<file path="src/rtl/game_pkg.sv">
// Shared game definitions: global STATE bus codes,
// default timer constants and a saturating score helper.
package game_pkg;

  typedef enum logic [3:0] {
    ST_IDLE   = 4'b0000,
    ST_WAIT   = 4'b0001,
    ST_ANSWER = 4'b0011,
    ST_DRAW   = 4'b0110,
    ST_GOOD   = 4'b1000,
    ST_OUCH   = 4'b1001,
    ST_WIN    = 4'b1010,
    ST_LOSE   = 4'b1011
  } state_e;

  localparam int TICK_DIV_DEF     = 5_000_000;
  localparam int ANS_TICKS_DEF    = 50;
  localparam int RESULT_TICKS_DEF = 20;
  localparam int WIN_SCORE_DEF    = 3;

  function automatic logic [3:0] sat_inc(
    input logic [3:0] v
  );
    return (v == 4'hF) ? v : v + 4'd1;
  endfunction

endpackage

</file>
<file path="src/rtl/tick_timer.sv">
// Tick divider: counts 0..TICK_DIV-1 while en is high.
// Ports: CLK, RST (async high), clr, en in; tick out.
module tick_timer #(
  parameter int TICK_DIV = 4
) (
  input  logic CLK,
  input  logic RST,
  input  logic clr,
  input  logic en,
  output logic tick
);

  localparam int W =
    (TICK_DIV > 1) ? $clog2(TICK_DIV) : 1;

  logic [W-1:0] cnt_q;

  assign tick = en && (cnt_q == W'(TICK_DIV - 1));

  always_ff @(posedge CLK or posedge RST) begin
    if (RST) begin
      cnt_q <= '0;
    end else if (clr) begin
      cnt_q <= '0;
    end else if (en) begin
      cnt_q <= tick ? '0 : cnt_q + W'(1);
    end
  end

endmodule

</file>
<file path="src/rtl/round_ctrl.sv">
// Round sequencer: opens a timed answer window, judges
// 1P/2P answers and tracks scores up to WIN_SCORE.
// Ports: CLK, RST, OK, NUM, ANS_*, NEW_GAME in;
// STATE, TARGET, ANS_EN, TIME_LEFT, SCORE_1P/2P out.
module round_ctrl
  import game_pkg::*;
#(
  parameter int TICK_DIV     = TICK_DIV_DEF,
  parameter int ANS_TICKS    = ANS_TICKS_DEF,
  parameter int RESULT_TICKS = RESULT_TICKS_DEF,
  parameter int WIN_SCORE    = WIN_SCORE_DEF
) (
  input  logic       CLK,
  input  logic       RST,
  input  logic       OK,
  input  logic [3:0] NUM,
  input  logic       ANS_1P_VALID,
  input  logic       ANS_1P_CORRECT,
  input  logic       ANS_2P_VALID,
  input  logic       ANS_2P_CORRECT,
  input  logic       NEW_GAME,
  output logic [3:0] STATE,
  output logic [3:0] TARGET,
  output logic       ANS_EN,
  output logic [6:0] TIME_LEFT,
  output logic [3:0] SCORE_1P,
  output logic [3:0] SCORE_2P
);

  state_e     state_q, state_d;
  logic [3:0] target_q, target_d;
  logic [6:0] tleft_q, tleft_d;
  logic [3:0] s1_q, s1_d;
  logic [3:0] s2_q, s2_d;
  logic [7:0] hold_q, hold_d;
  logic       ans_en_q;
  logic       tick;
  logic       tmr_en;
  logic       tmr_clr;
  logic       in_result;

  assign in_result = (state_q == ST_DRAW) ||
                     (state_q == ST_GOOD) ||
                     (state_q == ST_OUCH);
  assign tmr_en  = (state_q == ST_ANSWER) || in_result;
  // Fresh divider phase on every state entry.
  assign tmr_clr = (state_d != state_q);

  tick_timer #(
    .TICK_DIV(TICK_DIV)
  ) u_tmr (
    .CLK (CLK),
    .RST (RST),
    .clr (tmr_clr),
    .en  (tmr_en),
    .tick(tick)
  );

  always_comb begin
    state_d  = state_q;
    target_d = target_q;
    tleft_d  = tleft_q;
    s1_d     = s1_q;
    s2_d     = s2_q;
    hold_d   = hold_q;
    unique case (state_q)
      ST_IDLE: state_d = ST_WAIT;
      ST_WAIT: begin
        if (OK && (NUM != 4'd0)) begin
          target_d = NUM;
          tleft_d  = 7'(ANS_TICKS);
          state_d  = ST_ANSWER;
        end
      end
      ST_ANSWER: begin
        if (tick && (tleft_q != 7'd0)) begin
          tleft_d = tleft_q - 7'd1;
        end
        // Answers outrank the timeout in the same cycle.
        if (ANS_1P_VALID && ANS_2P_VALID) begin
          if (ANS_1P_CORRECT == ANS_2P_CORRECT) begin
            state_d = ST_DRAW;
          end else if (ANS_1P_CORRECT) begin
            state_d = ST_GOOD;
            s1_d    = sat_inc(s1_q);
          end else begin
            state_d = ST_OUCH;
            s2_d    = sat_inc(s2_q);
          end
        end else if (ANS_1P_VALID) begin
          if (ANS_1P_CORRECT) begin
            state_d = ST_GOOD;
            s1_d    = sat_inc(s1_q);
          end else begin
            state_d = ST_OUCH;
            s2_d    = sat_inc(s2_q);
          end
        end else if (ANS_2P_VALID) begin
          if (ANS_2P_CORRECT) begin
            state_d = ST_OUCH;
            s2_d    = sat_inc(s2_q);
          end else begin
            state_d = ST_GOOD;
            s1_d    = sat_inc(s1_q);
          end
        end else if (tick && (tleft_q == 7'd1)) begin
          state_d = ST_DRAW;
        end
      end
      ST_DRAW, ST_GOOD, ST_OUCH: begin
        if (tick) begin
          if (hold_q == 8'(RESULT_TICKS - 1)) begin
            if (s1_q >= 4'(WIN_SCORE)) begin
              state_d = ST_WIN;
            end else if (s2_q >= 4'(WIN_SCORE)) begin
              state_d = ST_LOSE;
            end else begin
              state_d = ST_WAIT;
            end
          end else begin
            hold_d = hold_q + 8'd1;
          end
        end
      end
      ST_WIN, ST_LOSE: begin
        if (NEW_GAME) begin
          state_d  = ST_IDLE;
          s1_d     = 4'd0;
          s2_d     = 4'd0;
          target_d = 4'd0;
        end
      end
      default: state_d = ST_IDLE;
    endcase
    if (state_d != state_q) begin
      hold_d = 8'd0;
    end
  end

  always_ff @(posedge CLK or posedge RST) begin
    if (RST) begin
      state_q  <= ST_IDLE;
      target_q <= 4'd0;
      tleft_q  <= 7'd0;
      s1_q     <= 4'd0;
      s2_q     <= 4'd0;
      hold_q   <= 8'd0;
      ans_en_q <= 1'b0;
    end else begin
      state_q  <= state_d;
      target_q <= target_d;
      tleft_q  <= tleft_d;
      s1_q     <= s1_d;
      s2_q     <= s2_d;
      hold_q   <= hold_d;
      ans_en_q <= (state_d == ST_ANSWER);
    end
  end

  assign STATE     = state_q;
  assign TARGET    = target_q;
  assign ANS_EN    = ans_en_q;
  assign TIME_LEFT = tleft_q;
  assign SCORE_1P  = s1_q;
  assign SCORE_2P  = s2_q;

endmodule

</file>
<file path="config.mk">
export PLATFORM = sky130hd
export DESIGN_NAME = round_ctrl
export DESIGN_NICKNAME = d
export VERILOG_FILES = /design/src/rtl/game_pkg.sv /design/src/rtl/tick_timer.sv /design/src/rtl/round_ctrl.sv
export SDC_FILE = /design/constraint.sdc
export NUM_CORES = 1
export LEC_CHECK = 0
export ABC_AREA = 1
export CORE_MARGIN = 3
export CORE_UTILIZATION = 52
export DETAILED_ROUTE_END_ITERATION = 8
export PLACE_DENSITY_LB_ADDON = 0.08
export SYNTH_ARGS = -nofsm -noshare
export SYNTH_HDL_FRONTEND = slang
export SYNTH_HIERARCHICAL = 1
export SYNTH_SLANG_ARGS = --single-unit
</file>
<file path="constraint.sdc">
create_clock -name CLK -period 3.3 [get_ports CLK]
set_input_delay 0.66 -clock CLK [delete_from_list [all_inputs] [get_ports CLK]]
set_output_delay 0.66 -clock CLK [all_outputs]
set_load 0.02 [all_outputs]
</file>
==> metrics.cfg, run 1 <==
[run_status]
status=complete, no violations

[setup_path]
cp-endpoint=u_tmr/cnt_q[19]$_DFFE_PP0P_
crit_path_start=STATE[3]$_DFF_PP0_
crit_path_end_kind=flip-flop
cp-start-kind=flip-flop
crit_fanout=6
r2r_end=u_tmr/cnt_q[19]$_DFFE_PP0P_
worstRegToRegCells=25
r2r-start=STATE[3]$_DFF_PP0_
arrival_ns=3.39
r2r_setup_slack_ns=0.11
path_class=reg -> reg
cp_data_required_time_ns=3.51

[logic_synthesis]
synth-seq-cells=55
yosys_warnings=6
avgSynthCellArea_sq_um=7.49
syn_inst=479
seq_area_frac_synth_pct=38.4
synth.cell_area_sq_um=3590
syn_nets=499
synth_cell_type_count=40

[clocking]
clk_pin_slew_worst_paths_ns=0.10
insertion_delay_ns=0.31
hold_buffers=0
clock-sinks=55
clockBufferDepth=2
root_buffer=clkbuf_8
cts-buffers-inserted=5
cts_tree=done
htreeDepth=2

[finish]
nets=569
syn_to_final_growth_pct=23.3
postLayoutCellArea_sq_um=4420
diodes=0
final_util_pct=67.7
drive_gt1_share_pct=21.3

[sta]
rsz0062_at_grt=true
max_freq_mhz=314
finalSetupViolCount=0
hold_violations=0
worst_slew_pin_slew_ns=0.913
max_slew_margin_pct=39.0
finClkSkew_ns=0.00886
final-max-slew-violation-count=0
final.min_clock_period_ns=3.19
period_share_pct=96.6

[power]
ir_worst_vdd_uv=509
p_per_area_nw_per_um2=680
leakage_uw=0.00204
fin_total_pwr_uw=3010

[placement]
portBuffers=35
dpl.hpwl_um=6610
place.gp.congestion=0.899
placed_area_sq_um=4160

[drt]
dr.first_iter.drc_count=198
routedWlPerCell_um=13.7
drtAntennaViolNets=0
routed-via-count=3257
wl_um=8600
dr.pass1.iters=5
drc=0
via_per_inst=5.19

[grt]
gr-usage-all-layers_pct=23.6
antenna_found_initial=0
grt_pass1_wl_um=14800
grt_overflow=0
first_global_vias=3149
grt_max_degree=33

[floorplan]
start_util_pct=54.9
core-area_sq_um=6530
rows=29
die_w_um=89.0
die_h_um=89.0
io_pins=36
die-area_sq_um=7930

[min_path]
whs_path_depth=2
min_from=u_tmr/cnt_q[1]$_DFFE_PP0P_
min_path_type=reg -> reg

[job]
max-cap-violations=0

## report_power, final
part           total (uW)  internal [uW]  switching (uW)
Clock                 370            149             221
Combinational        1740            706            1030
Sequential            900            793             107
## cell type report
type                            count  area (sq um)
Clock inverter                      2          12.5
Multi-Input combinational cell    351          2010
Sequential cell                    55          1380
Clock buffer                        6          72.6
Timing Repair Buffer               66           587
Inverter                           70           269
Tap cell                           77          96.3
Fill cell                         554          2110
## cells by family (layout without fill, tap and decap cells)
group                      count (synthesis)  count (layout)  synth area share (%)
and+or+nand+nor                          279             279                  38.5
muxes                                      1               1                 0.314
adders and majority gates                  8               8                  2.79
AOI/OAI and AO/OA                         41              41                  6.63
xor gates and xnor gates                  22              22                  5.37
buffers and inverters                     73             144                  8.06
DFF                                       55              55                  38.4
## registers in the layout (all words and copies together) (netlist names)
| register | cells |
|---|---|
| ANS_EN | 1 |
| SCORE_1P | 4 |
| SCORE_2P | 4 |
| STATE | 4 |
| TARGET | 4 |
| TIME_LEFT | 7 |
| hold_q | 8 |
| u_tmr/cnt_q | 23 |
## routing by layer
metal  vias to the layer above  share of wire [%]  GRT usage (%)
li1                       1661                  -              -
met1                      1530                 50           34.9
met2                        62                 46           37.2
met3                         4                3.3           3.41
met4                         0               0.49           4.33
met5                         -                  0              0
## synth_stat cells
library cell	n	area (sq um)
a21boi_0	1	7.51
a21o_1	1	7.51
a21oi_1	10	50.1
a21oi_2	1	8.76
a2bb2oi_1	1	8.76
a31oi_1	3	18.8
and3_1	1	6.26
buf_4	1	7.51
buf_8	1	15.0
clkbuf_1	1	3.75
dfrtp_1	55	1380
ha_1	8	100
inv_1	63	236
inv_2	7	26.3
mux2_2	1	11.3
nand2_1	105	394
nand2_2	11	68.8
nand2_4	2	22.5
nand3_1	31	155
nand3_2	5	50.1
nand3_4	1	17.5
nand3b_1	2	15.0
nand4_1	15	93.8
nor2_1	66	248
nor2_2	21	131
nor2_4	7	78.8
nor2_8	1	20.0
nor3_1	3	15.0
nor3_2	3	30.0
nor3b_1	1	7.51
nor4_1	2	12.5
o211ai_1	1	7.51
o21ai_0	18	90.1
o21ai_2	1	8.76
o21bai_1	2	15.0
o22ai_1	1	6.26
o41ai_1	1	8.76
or2_2	2	12.5
xnor2_1	6	52.6
xor2_1	16	140
## metrics by stage
step / instances / TNS (ns) / hold slack (ns) / setup slack [ns]
after floorplan: 479 / 0 / 0.475 / 0.0202
after global placement: 606 / 0 / 0.492 / 0.0902
after detailed placement: 606 / -0.0636 / 0.501 / -0.0421
after CTS: 614 / 0 / 0.526 / 0.0145
after global routing: 627 / -0.609 / 0.550 / -0.110
final: 627 / 0 / 0.524 / 0.114
## worst min-delay path by stage
stage	end	slack [ns]
6_report	u_tmr/cnt_q[1]$_DFFE_PP0P_	0.52
5_1_grt	TARGET[0]$_DFFE_PP0P_	0.55
4_1_cts	u_tmr/cnt_q[1]$_DFFE_PP0P_	0.53
3_5_place_dp	u_tmr/cnt_q[1]$_DFFE_PP0P_	0.50
3_3_place_gp	u_tmr/cnt_q[1]$_DFFE_PP0P_	0.49
2_1_floorplan	u_tmr/cnt_q[1]$_DFFE_PP0P_	0.47
## worst max-delay path: stages, from the launching register on
cell,delay (ns)
dfrtp_1,0.41
inv_2,0.13
nand3_4,0.10
nor2_4,0.15
inv_4,0.05
nand3_4,0.08
nand3_4,0.09
nor4_4,0.33
buf_4,0.19
nand3_2,0.13
inv_2,0.08
nand2_1,0.07
nand2_1,0.07
nand2_1,0.08
nand3_1,0.11
nand2_1,0.08
nor2_2,0.15
nand3_4,0.10
nor2_4,0.14
inv_2,0.08
nand3b_1,0.20
nor2_8,0.08
nand3_1,0.07
nand2_1,0.05
inv_1,0.06
nor2_2,0.03
## timing repair
action                     CTS  global route
buffers inserted             0            13
setup endpoints to repair    0            23
resized for setup            0            23
## cells in the final DEF (no fill, tap or decap), drive strengths merged, types with 3 or more instances in the layout
| cell | netlist | routed |
|---|---|---|
| clkdlybuf4s50 | 0 | 35 |
| a31oi | 3 | 3 |
| inv | 70 | 69 |
| clkbuf | 1 | 6 |
| dfrtp | 55 | 55 |
| nand4 | 15 | 15 |
| ha | 8 | 8 |
| xnor2 | 6 | 6 |
| nand3 | 37 | 37 |
| nand2 | 118 | 118 |
| o21ai | 19 | 19 |
| xor2 | 16 | 16 |
| nor3 | 6 | 6 |
| a21oi | 11 | 11 |
| nor2 | 95 | 95 |
| buf | 2 | 31 |
Power figures use the tool's default switching activity.
==> inputs of run 2 (changes only) <==
--- a/config.mk
+++ b/config.mk
@@ -9,6 +9,8 @@
 export CORE_MARGIN = 3
 export CORE_UTILIZATION = 52
 export DETAILED_ROUTE_END_ITERATION = 8
+export GPL_ROUTABILITY_DRIVEN = 1
+export GPL_TIMING_DRIVEN = 0
 export PLACE_DENSITY_LB_ADDON = 0.08
 export SYNTH_ARGS = -nofsm -noshare
 export SYNTH_HDL_FRONTEND = slang
==> run 2 against run 1 <==
Effect of this change:
- combinational power hardly changed
- worst setup slack better by 0.033 ns
- global-route usage is 1.5 points lower
- worst hold slack better by 0.0017 ns
- non-clock buffer count is 1 lower
- critical endpoint is now u_tmr/cnt_q[14]$_DFFE_PP0P_
==> metrics.cfg, run 2 (synthesized netlist as in run 1, its figures left out) <==
[power]
p_switching_uw=1360
seq_power_share_pct=30.3
ir_worst_vdd_uv=444
intPower_uw=1650
p_per_area_nw_per_um2=667
switching_share_pct=45.3
clockPowerShare_pct=12.4
leakage_uw=0.00206
power_frac_comb_pct=57.2

[setup_path]
cp_top_family=simple AND/OR/NAND/NOR gates
cp-start-kind=flip-flop
crit_path_end_kind=flip-flop
path_common_cell=nand2_1
cp_data_required_time_ns=3.51
arrival_ns=3.36
crit_fanout=10
path_class=reg -> reg
crit_path_max_incr_delay_ns=0.43
worst_path_max_delay_cell=dfrtp_1
worst-path-buf-inv=4
worstPathCellList=ha_4, nand3_4, nor2_4, nand2_2, nor4_4, buf_4, nand3_2, inv_1, nand2_1, nand2_1, nand2_1, nand3_1, nand2_1, nor2_2, nand3_4, nor2_4, inv_2, buf_6, nand2_4, nor2_1, xnor2_1, nor2_1

[floorplan]
die_w_um=89.0
core-area_sq_um=6530
die-area_sq_um=7930
io_pins=36
start_util_pct=54.9
die_h_um=89.0
rows=29

[grt]
gr-usage-all-layers_pct=22.1
grt_overflow=0
antenna_found_initial=0
first_global_vias=2984
grt_max_degree=33
grt_pass1_wl_um=13800

[drt]
dr.first_iter.drc_count=184
drc=0
drtAntennaViolNets=0
wl_um=8360
routed-via-count=3258
dr.pass1.iters=4
routedWlPerCell_um=13.4
via_per_inst=5.20

[placement]
portBuffers=35
placed_area_sq_um=4050
place.gp.congestion=0.870
dpl.hpwl_um=5900
dp_slack_ns=-0.506

[finish]
postLayoutCellArea_sq_um=4520
nets=568
syn_to_final_growth_pct=26.0
layout_commonest_cell=nand2_1
diodes=0
top_register=u_tmr/cnt_q
largest_reg_flops=23
drive_gt1_share_pct=23.7
layout_common_cells=96 x nand2_1, 63 x nor2_1, 57 x inv_1, 50 x dfrtp_1, 35 x clkdlybuf4s50_1

[sta]
finClkSkew_ns=0.00866
final-max-slew-violation-count=0
finalSetupTns_ns=0
finalSetupViolCount=0
hold_violations=0
period_share_pct=95.5
max_freq_mhz=317
max_slew_margin_pct=40.2
final.min_clock_period_ns=3.15
worst_slack_ns=0.147
rsz0062_at_grt=true
worst_slew_pin_slew_ns=0.896

[clocking]
cts_tree=done
clockBufferDepth=2
clock-sinks=55
root_buffer=clkbuf_8
htreeDepth=2
clk_pin_slew_worst_paths_ns=0.10
cts-buffers-inserted=5
insertion_delay_ns=0.31
hold_buffers=0

[job]
max-cap-violations=0

[min_path]
min_path_type=reg -> reg

[run_status]
status=complete, no violations

[run 2: changes by cell type in the layout (fill, tap and decap cells not counted), sizes merged]
cell	previous run	this run
clkbuf	6	7
clkinvlp	2	1
clkinv	1	2
buf	31	29
[run 2: what timing repair did]
item | CTS | global route
endpoints found under the hold margin | 0 | 0
endpoints found under the setup margin | 23 | 23
cloned | 0 | 0
pin swaps | 5 | 18
buffers inserted | 9 | 17
resized for setup | 8 | 38
[run 2: stage by stage]
stage               total power (uW)  cells  hold WS (ns)  utilization (%)
detailed placement              2360    591         0.508             62.0
global placement                2350    591         0.490             62.0
CTS                             2860    608         0.533             64.7
floorplan                       1890    479         0.475                -
finish                          3010    626         0.526             69.2
global route                    3250    626         0.544             69.2
[run 2: worst paths after layout]
kind / start / to / slack [ns] / cells after the start
max: u_tmr/cnt_q[1]$_DFFE_PP0P_ / u_tmr/cnt_q[14]$_DFFE_PP0P_ / 0.15 / 22
min: TARGET[3]$_DFFE_PP0P_ / TARGET[3]$_DFFE_PP0P_ / 0.53 / 2
max reg2reg: u_tmr/cnt_q[1]$_DFFE_PP0P_ / u_tmr/cnt_q[14]$_DFFE_PP0P_ / 0.15 / 22
min reg2reg: TARGET[3]$_DFFE_PP0P_ / TARGET[3]$_DFFE_PP0P_ / 0.53 / 2
max in group asynchronous: RST / u_tmr/cnt_q[20]$_DFFE_PP0P_ / 1.83 / 2
min in group asynchronous: RST / hold_q[1]$_DFFE_PP0P_ / 0.65 / 2
[run 2: cell type report]
| class | instances | area, sq um |
|---|---|---|
| Multi-Input combinational cell | 351 | 2070 |
| Fill cell | 540 | 2010 |
| Sequential cell | 55 | 1380 |
| Timing Repair Buffer | 62 | 581 |
| Inverter | 70 | 268 |
| Tap cell | 77 | 96.3 |
| Clock buffer | 6 | 72.6 |
| Buffer | 3 | 30.0 |
| Clock inverter | 2 | 12.5 |
[run 2: metal layers]
layer  GRT usage (%)  wire length [um]
met1            33.5              4070
met4            5.14               109
met3            3.59               344
met2            33.1              3840
met5               0                 0
[run 2: power groups by stage]
stage	logic, uW	registers [uW]	clock network [uW]
after floorplan	851	1040	0
after global placement	1430	922	0
after detailed placement	1440	921	0
after CTS	1560	909	386
after global routing	1900	933	416
final	1720	914	375
[run 2: tightest hold or removal path: stages (launching register included)]
cell and delay [ns]:
dfrtp_1 0.35, nand3_1 0.07, o21ai_0 0.08
==> inputs of run 3 (changes only) <==
--- a/config.mk
+++ b/config.mk
@@ -6,7 +6,7 @@
 export NUM_CORES = 1
 export LEC_CHECK = 0
 export ABC_AREA = 1
-export CORE_MARGIN = 3
+export CORE_MARGIN = 2
 export CORE_UTILIZATION = 52
 export DETAILED_ROUTE_END_ITERATION = 8
 export GPL_ROUTABILITY_DRIVEN = 1
==> run 3 against run 2 <==
Effect of this change:
- register-to-register slack got worse by 0.03 ns
- sequential cell count unchanged
- combinational power about the same
- total power up 3.3%
- sequential share of layout area is 0.42 points lower
- die area shrank 4.4%
- wire length increased by 1.2%
- first-iteration DRC count rose by 2.2%
- global-route usage is 0.16 points lower
- critical path depth increased by 1
- largest power group unchanged
==> metrics.cfg, run 3 (synthesized netlist as in run 1, its figures left out) <==
[run_status]
status=complete, no violations

[floorplan]
io_pins=36
start_util_pct=53.4
die_w_um=87.0
die_h_um=87.0
core-area_sq_um=6720
die-area_sq_um=7580
rows=30

[sta]
rsz0062_at_grt=true
period_share_pct=96.3
finClkSkew_ns=0.00941
final.min_clock_period_ns=3.18
worst_slew_pin_slew_ns=0.857
holdWs_ns=0.528
final-max-slew-violation-count=0
finalSetupViolCount=0
max_freq_mhz=315
max_slew_margin_pct=42.8
hold_violations=0

[setup_path]
worst_path_max_delay_cell=dfrtp_1
crit_fanout=5
cp-start-kind=flip-flop
path_common_cell=nand2_1
crit_path_max_incr_delay_ns=0.44
crit_path_end_kind=flip-flop
cp_data_required_time_ns=3.50
worst-path-buf-inv=2
cp_top_family=simple AND/OR/NAND/NOR gates
worstPathCellList=ha_4, nand3_4, nor2_4, nand2_2, nor4_4, nand2_1, nor2_1, nand2_1, nand2_1, nand2_1, a21oi_2, nand2_2, nand2_1, nand2_1, nor2_2, nand3_4, nor2_4, inv_2, buf_6, nand2_4, nor2_4, xnor2_2, nor2_1
arrival_ns=3.38
path_class=reg -> reg

[drt]
dr.first_iter.drc_count=188
wl_um=8460
drtAntennaViolNets=0
via_per_inst=5.19
drc=0
routed-via-count=3261
routedWlPerCell_um=13.5
dr.pass1.iters=5

[finish]
nets=567
largest_reg_flops=23
drive_gt1_share_pct=24.1
diodes=0
layout_commonest_cell=nand2_1
fill_cells=552
postLayoutCellArea_sq_um=4570
layout_common_cells=95 x nand2_1, 63 x nor2_1, 59 x inv_1, 52 x dfrtp_1, 35 x clkdlybuf4s50_1
top_register=u_tmr/cnt_q
syn_to_final_growth_pct=27.5
final_util_pct=68.0
finalNonFillerCells=628

[power]
leakage_uw=0.00207
ir_worst_vdd_uv=480
fin_total_pwr_uw=3110
p_per_area_nw_per_um2=681

[clocking]
clockBufferDepth=2
cts_tree=done
cts-buffers-inserted=5
hold_buffers=0
clk_pin_slew_worst_paths_ns=0.10
htreeDepth=2
clock-sinks=55
root_buffer=clkbuf_8
insertion_delay_ns=0.31

[job]
max-cap-violations=0

[grt]
grt_overflow=0
first_global_vias=2912
grt_max_degree=33
grt_pass1_wl_um=13300
antenna_found_initial=0
gr-usage-all-layers_pct=21.9

[min_path]
min_path_type=reg -> reg

[placement]
placed_area_sq_um=4050
portBuffers=35
place.gp.congestion=0.851
dpl.cell_count=594
dpl.hpwl_um=5890

-- run 3: power breakdown --
group          total (uW)  switching [uW]  leakage, uW  internal, uW
Combinational        1740            1030      0.00129           712
Clock                 463             217    0.0000612           246
Sequential            909             116     0.000720           794
-- run 3: per-stage QoR --
stage	setup TNS, ns	worst slack (ns)
finish	0	0.121
global route	-2.19	-0.164
CTS	0	0.00755
detailed placement	-7.61	-0.530
global placement	-6.91	-0.489
floorplan	0	0.0202
-- run 3: final cells by class --
type | instances | area (sq um) | area share (%)
Multi-Input combinational cell | 351 | 2110 | 46.2
Sequential cell | 55 | 1380 | 30.2
Timing Repair Buffer | 61 | 567 | 12.4
Inverter | 70 | 265 | 5.80
Tap cell | 80 | 100 | 2.19
Clock buffer | 6 | 82.6 | 1.81
Clock inverter | 2 | 35.0 | 0.766
Buffer | 3 | 30.0 | 0.657
-- run 3: worst reg2reg max path, stage by stage (launching register included) --
cell and delay, ns:
dfrtp_1 0.44, ha_4 0.19, nand3_4 0.09, nor2_4 0.14
nand2_2 0.08, nor4_4 0.33, nand2_1 0.09, nor2_1 0.09
nand2_1 0.10, nand2_1 0.07, nand2_1 0.06, a21oi_2 0.20
nand2_2 0.11, nand2_1 0.07, nand2_1 0.05, nor2_2 0.14
nand3_4 0.09, nor2_4 0.17, inv_2 0.08, buf_6 0.14
nand2_4 0.09, nor2_4 0.05, xnor2_2 0.15, nor2_1 0.06
-- run 3: per-layer routing --
layer / GRT usage [%] / up-vias / routed length [um]
met4: 5.26 / 0 / 102
met2: 34.4 / 67 / 4000
met5: 0 / - / 0
li1: - / 1655 / -
met1: 31.6 / 1527 / 4000
met3: 3.70 / 12 / 362
-- run 3: final timing paths --
kind                                            start  slack [ns]                           to  depth (start not counted)
max                        u_tmr/cnt_q[0]$_DFFE_PP0P_        0.12  u_tmr/cnt_q[14]$_DFFE_PP0P_                         23
min                             TARGET[2]$_DFFE_PP0P_        0.53        TARGET[2]$_DFFE_PP0P_                          2
max reg2reg                u_tmr/cnt_q[0]$_DFFE_PP0P_        0.12  u_tmr/cnt_q[14]$_DFFE_PP0P_                         23
min reg2reg                     TARGET[2]$_DFFE_PP0P_        0.53        TARGET[2]$_DFFE_PP0P_                          2
max in group asynchronous                         RST        1.85  u_tmr/cnt_q[20]$_DFFE_PP0P_                          2
min in group asynchronous                         RST        0.62      SCORE_1P[2]$_DFFE_PP0P_                          2
-- run 3: what timing repair did --
item | in CTS | in global routing
gates resized for setup | 7 | 38
cloned | 0 | 1
pin swaps | 4 | 19
setup endpoints to repair | 23 | 23
buffers inserted | 8 | 16
